==> src/rtl/store_commit_buffer.sv <==
// Store commit buffer: holds committed stores in a small circular FIFO and
// drains them to dataMemory one at a time, oldest first. A load probe port
// reports whether a load address overlaps any buffered store.
//
// Build option: define STORE_FORWARD_EN to forward data from the youngest
// matching word store whose address matches exactly. Without it, any
// word-granular match only raises loadConflict.
//
// state  | meaning
// IDLE   | no write outstanding; starts one when the buffer is non-empty
// WRITE  | head entry presented on memWrite*, waiting for memWriteDone
module store_commit_buffer #(
  parameter int DEPTH = 4
) (
  input  logic        clock,
  input  logic        reset,
  input  logic        commitValid,
  input  logic [31:0] commitAddr,
  input  logic [31:0] commitData,
  input  logic [1:0]  commitType,
  output logic        full,
  output logic        empty,
  output logic        memWriteRequest,
  output logic [31:0] memWriteAddr,
  output logic [31:0] memWriteData,
  output logic [1:0]  memWriteType,
  input  logic        memWriteDone,
  input  logic [31:0] loadAddr,
  input  logic        loadQuery,
  output logic        fwdHit,
  output logic [31:0] fwdData,
  output logic        loadConflict
);

  localparam int PTR_W = (DEPTH > 1) ? $clog2(DEPTH) : 1;
  localparam int CNT_W = $clog2(DEPTH + 1);

  typedef enum logic {ST_IDLE, ST_WRITE} state_e;

  logic [31:0]      addr_q [DEPTH];
  logic [31:0]      data_q [DEPTH];
  logic [1:0]       type_q [DEPTH];
  logic [PTR_W-1:0] head_q, head_d;
  logic [PTR_W-1:0] tail_q, tail_d;
  logic [CNT_W-1:0] count_q, count_d;
  state_e           state_q;
  logic             req_q;
  logic [31:0]      wr_addr_q, wr_data_q;
  logic [1:0]       wr_type_q;
  logic             push, pop;

  assign full  = (count_q == CNT_W'(DEPTH));
  assign empty = (count_q == '0);

  // A push is only legal when not full at the edge, even if the head pops on
  // that same edge; the ROB is told full and must not have committed.
  assign push = commitValid && !full;
  assign pop  = (state_q == ST_WRITE) && memWriteDone;

  assign memWriteRequest = req_q;
  assign memWriteAddr    = wr_addr_q;
  assign memWriteData    = wr_data_q;
  assign memWriteType    = wr_type_q;

  // Next-state pointers and occupancy.
  always_comb begin
    head_d  = pop  ? head_q + PTR_W'(1) : head_q;
    tail_d  = push ? tail_q + PTR_W'(1) : tail_q;
    count_d = count_q;
    case ({push, pop})
      2'b10:   count_d = count_q + CNT_W'(1);
      2'b01:   count_d = count_q - CNT_W'(1);
      default: count_d = count_q;
    endcase
  end

  // Entry storage; contents need no reset because count gates validity.
  always_ff @(posedge clock) begin
    if (!reset && push) begin
      addr_q[tail_q] <= commitAddr;
      data_q[tail_q] <= commitData;
      type_q[tail_q] <= commitType;
    end
  end

  // Pointer and count registers.
  always_ff @(posedge clock) begin
    if (reset) begin
      head_q  <= '0;
      tail_q  <= '0;
      count_q <= '0;
    end else begin
      head_q  <= head_d;
      tail_q  <= tail_d;
      count_q <= count_d;
    end
  end

  // Drain FSM with registered write-port outputs; the head entry is latched
  // on entry to WRITE so the request stays stable until memWriteDone.
  always_ff @(posedge clock) begin
    if (reset) begin
      state_q   <= ST_IDLE;
      req_q     <= 1'b0;
      wr_addr_q <= '0;
      wr_data_q <= '0;
      wr_type_q <= '0;
    end else begin
      case (state_q)
        ST_IDLE: begin
          if (!empty) begin
            state_q   <= ST_WRITE;
            req_q     <= 1'b1;
            wr_addr_q <= addr_q[head_q];
            wr_data_q <= data_q[head_q];
            wr_type_q <= type_q[head_q];
          end
        end
        ST_WRITE: begin
          if (memWriteDone) begin
            state_q <= ST_IDLE;
            req_q   <= 1'b0;
          end
        end
        default: begin
          state_q <= ST_IDLE;
          req_q   <= 1'b0;
        end
      endcase
    end
  end

`ifndef STORE_FORWARD_EN
  // Byte offset is irrelevant when only word-granular conflicts are reported.
  logic unused_load_lo;
  assign unused_load_lo = ^loadAddr[1:0];
`endif

  // Load probe: walk oldest to youngest so the youngest match wins. The head
  // entry stays valid while it is being written.
  always_comb begin
    logic [PTR_W-1:0] idx;
    idx          = '0;
    fwdHit       = 1'b0;
    fwdData      = '0;
    loadConflict = 1'b0;
    if (loadQuery) begin
      for (int i = 0; i < DEPTH; i++) begin
        idx = head_q + PTR_W'(i);
        if ((CNT_W'(i) < count_q) && (addr_q[idx][31:2] == loadAddr[31:2])) begin
`ifdef STORE_FORWARD_EN
          if ((type_q[idx] == 2'd0) && (addr_q[idx] == loadAddr)) begin
            fwdHit       = 1'b1;
            fwdData      = data_q[idx];
            loadConflict = 1'b0;
          end else begin
            fwdHit       = 1'b0;
            fwdData      = '0;
            loadConflict = 1'b1;
          end
`else
          loadConflict = 1'b1;
`endif
        end
      end
    end
  end

endmodule

==> config.mk <==
export PLATFORM = sky130hd
export DESIGN_NAME = store_commit_buffer
export DESIGN_NICKNAME = d
export VERILOG_FILES = /design/src/rtl/store_commit_buffer.sv
export SDC_FILE = /design/constraint.sdc
export NUM_CORES = 1
export LEC_CHECK = 0
export BUFFER_PORTS_ARGS = -buffer_cell sky130_fd_sc_hd__buf_2
export CORE_MARGIN = 2
export CORE_UTILIZATION = 63
export CTS_CLUSTER_DIAMETER = 150
export DETAILED_ROUTE_END_ITERATION = 6
export GPL_TIMING_DRIVEN = 0
export PLACE_DENSITY = 0.86
export SYNTH_ARGS = -nofsm -noshare
export SYNTH_HDL_FRONTEND = slang
export SYNTH_SLANG_ARGS = --single-unit
==> constraint.sdc <==
create_clock -name clock -period 4.8 [get_ports clock]
set_clock_uncertainty 0.1 [all_clocks]
set_input_delay 0.96 -clock clock [delete_from_list [all_inputs] [get_ports clock]]
set_output_delay 0.96 -clock clock [all_outputs]
set_load 0.02 [all_outputs]
==> flow_summary.ini <==
[run_status]
status = finished clean

[clock_tree]
tritoncts = yes
numClockSinks = 341
root_buffer = clkbuf_16
cts_made_buffers = 36
clk_latency_ps = 530
cts_buffer_depth = 3
post-cts-setup-buffer-count = 0
path_clk_slew_ps = 60
htree_levels = 2

[power_and_ir_drop]
intPower_uw = 5850
switching_share_pct = 32.3
p_leak_uw = 0.00669
combinationalPowerShare_pct = 27.1
pwr-share-clk_pct = 31.3
total_power_uw = 8640
ir_worst_vdd_mv = 0.591
switchingPower_uw = 2790
p_per_area_nw_per_um2 = 453
pwr-share-seq_pct = 41.6

[floorplan]
die_y_um = 166
die-width_um = 166
ioPinCount = 206
start_util_pct = 63.7
die_area_um2 = 27400
rows = 59
coreArea_um2 = 25800

[detailed_routing]
dr.pass1.iters = 6
route.met3.wl_um = 5430
wl_um = 48700
drtAntennaViolNets = 0
drt_iter0_drc = 1501
drcViolationCount = 0
wl_per_cell_um = 27.6
wl_met2_um = 22600
dr_total_vias = 11572
m1WireLength_um = 18600
via_per_inst = 6.55
highest_layer = met4

[grt]
track_usage_pct = 35.7
antenna_found_initial = 3
grt_max_degree = 53
grt_pass1_wl_um = 73000
gr-total-overflow = 0
grt_pass1_vias = 11515

[timing]
post-route-period-util_pct = 100
maxSlewViolCount = 0
post-route-min-period_ps = 4800
rsz0062_at_grt = no
fmax_ghz = 0.208
relSlewSlack_pct = 35.7
setup_viol = 0
hold_violations = 0
worstMarginPinSlew_ps = 962

[final_layout]
syn2layout_area_growth_pct = 15.8
fin_nets = 1513
fin_cells = 1766
drive_gt1_share_pct = 27.9

[run]
cap_violations = 0

[logic_synthesis]
synth_seq_area_share_pct = 57.5
syn_inst = 1173
synth_seq_cells = 341
synth_edf_count = 264
syn_area_per_cell_um2 = 14.0
ys_types = 51
async_reset_ff_share_pct = 0
ys_warn_count = 0
synth_ff_type = edfxtp_1
synth_area_um2 = 16500

[place]
dp.cells = 1698
io_buffer_count = 154
dpl.hpwl_um = 34700
gp_congestion = 1.03

[critical_path]
cp_max_fo = 10
cp-start-kind = flop
path_class = reg2out
arrival_ps = 3740
cp_data_required_time_ps = 3740
cp-end-kind = output pin

[worst_hold_path]
min_path_type = reg2reg
flip-flops by register name, summed over array words and instances (netlist names), named ones only:
register / count
tail_q: 2
type_q: 8
count_q: 3
memWriteAddr: 32
state_q: 1
memWriteData: 32
data_q: 128
head_q: 2
memWriteRequest: 1
addr_q: 128
memWriteType: 2
worst max-delay path, stage by stage (launching register included):
cell and delay, ps:
dfxtp_1 310, buf_4 280, buf_2 400, mux4_2 370
xor2_1 200, a2111oi_0 720, nand4_1 220, nor4_1 310
o41a_1 220, buf_2 180
cell usage in the layout (no fill, tap or decap), types with 9 or more instances in the layout:
cell type / Yosys / layout
a211oi_1: 12 / 12
a21oi_1: 76 / 76
buf_2: 21 / 174
buf_4: 42 / 43
clkbuf_1: 36 / 41
clkbuf_16: 0 / 36
conb_1: 1 / 33
dfxtp_1: 77 / 77
edfxtp_1: 264 / 264
ha_1: 9 / 9
inv_1: 10 / 10
mux2i_1: 96 / 94
mux4_2: 98 / 98
nand2_1: 157 / 157
nand4_1: 9 / 9
nor2_1: 21 / 21
nor4_1: 18 / 14
o21ai_0: 15 / 15
o22ai_1: 11 / 11
xnor2_1: 53 / 53
xor2_1: 50 / 50
path summary, 6_finish.rpt:
check,from,endpoint,slack [ps],depth (start not counted)
setup / recovery,head_q[1],loadConflict,0.6,9
setup reg to reg,head_q[1],memWriteType[0],1820,9
hold reg to reg,memWriteAddr[25],memWriteAddr[25],350,2
hold / removal,memWriteAddr[25],memWriteAddr[25],350,2
power by group through the flow:
stage / registers (uW) / clock network, uW / logic, uW
2_1_floorplan: 3810 / 0 / 1310
3_3_place_gp: 3640 / 0 / 2210
3_5_place_dp: 3650 / 0 / 2260
4_1_cts: 3590 / 2710 / 2300
5_1_grt: 3620 / 2830 / 2470
6_report: 3600 / 2700 / 2340
final cells by class:
cell class | instances | area, um2
Timing Repair Buffer | 158 | 866
Multi-Input combinational cell | 738 | 6420
Buffer | 115 | 701
Clock inverter | 19 | 158
Tap cell | 335 | 419
Fill cell | 1619 | 6770
Sequential cell | 341 | 9470
Antenna cell | 3 | 7.51
Inverter | 11 | 41.3
Clock buffer | 46 | 988
metal layers:
metal | track usage [%] | up-vias
met1 | 50.4 | 5729
met5 | 0 | -
li1 | - | 4857
met3 | 7.38 | 146
met2 | 55.9 | 840
met4 | 13.2 | 0
timing repair:
action	CTS	global route
hold buffers	0	0
gates resized for setup	3	4
setup endpoints to repair	1	1
gates cloned	0	0
synth_stat cells, types with 6 or more instances:
library cell | number | area, um2
edfxtp_1 | 264 | 7930
and2_1 | 12 | 75.1
o22ai_1 | 11 | 68.8
dfxtp_1 | 77 | 1540
buf_2 | 21 | 105
buf_1 | 6 | 22.5
mux4_2 | 98 | 2210
mux2i_1 | 96 | 961
o21ai_0 | 15 | 75.1
nand2_1 | 157 | 589
a211oi_1 | 12 | 90.1
xnor2_1 | 53 | 464
nand4_1 | 9 | 56.3
ha_1 | 9 | 113
buf_4 | 42 | 315
nor2_1 | 21 | 78.8
inv_1 | 10 | 37.5
clkbuf_1 | 36 | 135
xor2_1 | 50 | 438
a21oi_1 | 76 | 380
buf_6 | 8 | 90.1
o2111ai_1 | 8 | 70.1
nor4_1 | 18 | 113
nor3_1 | 6 | 30.0
through the flow:
step / setup TNS (ps) / area [um2] / util [%] / setup WS, ps / hold slack (ps)
3_3_place_gp: -2290 / 17800 / 68.8 / -38.2 / 339
6_report: 0 / 19100 / 73.8 / 0.620 / 353
3_5_place_dp: 0 / 17900 / 69.2 / 436 / 344
5_1_grt: 0 / 19100 / 73.8 / 35.2 / 366
4_1_cts: 0 / 19000 / 73.7 / 31.4 / 351
2_1_floorplan: 0 / 16600 / - / 1260 / 369
cell families (layout without fill, tap and decap cells):
| logic type | Yosys count | in the layout | share of synthesized area [%] |
|---|---|---|---|
| DFF | 341 | 341 | 57.5 |
| and+or+nand+nor | 237 | 237 | 6.25 |
| muxes | 200 | 200 | 19.7 |
| AOI/OAI and AO/OA | 156 | 156 | 5.92 |
| buffers and inverters | 126 | 349 | 4.49 |
| xor gates and xnor gates | 103 | 103 | 5.48 |
| adders and majority gates | 9 | 9 | 0.684 |
| other | 1 | 36 | 0.0228 |
(Power assumes the default switching activity.)
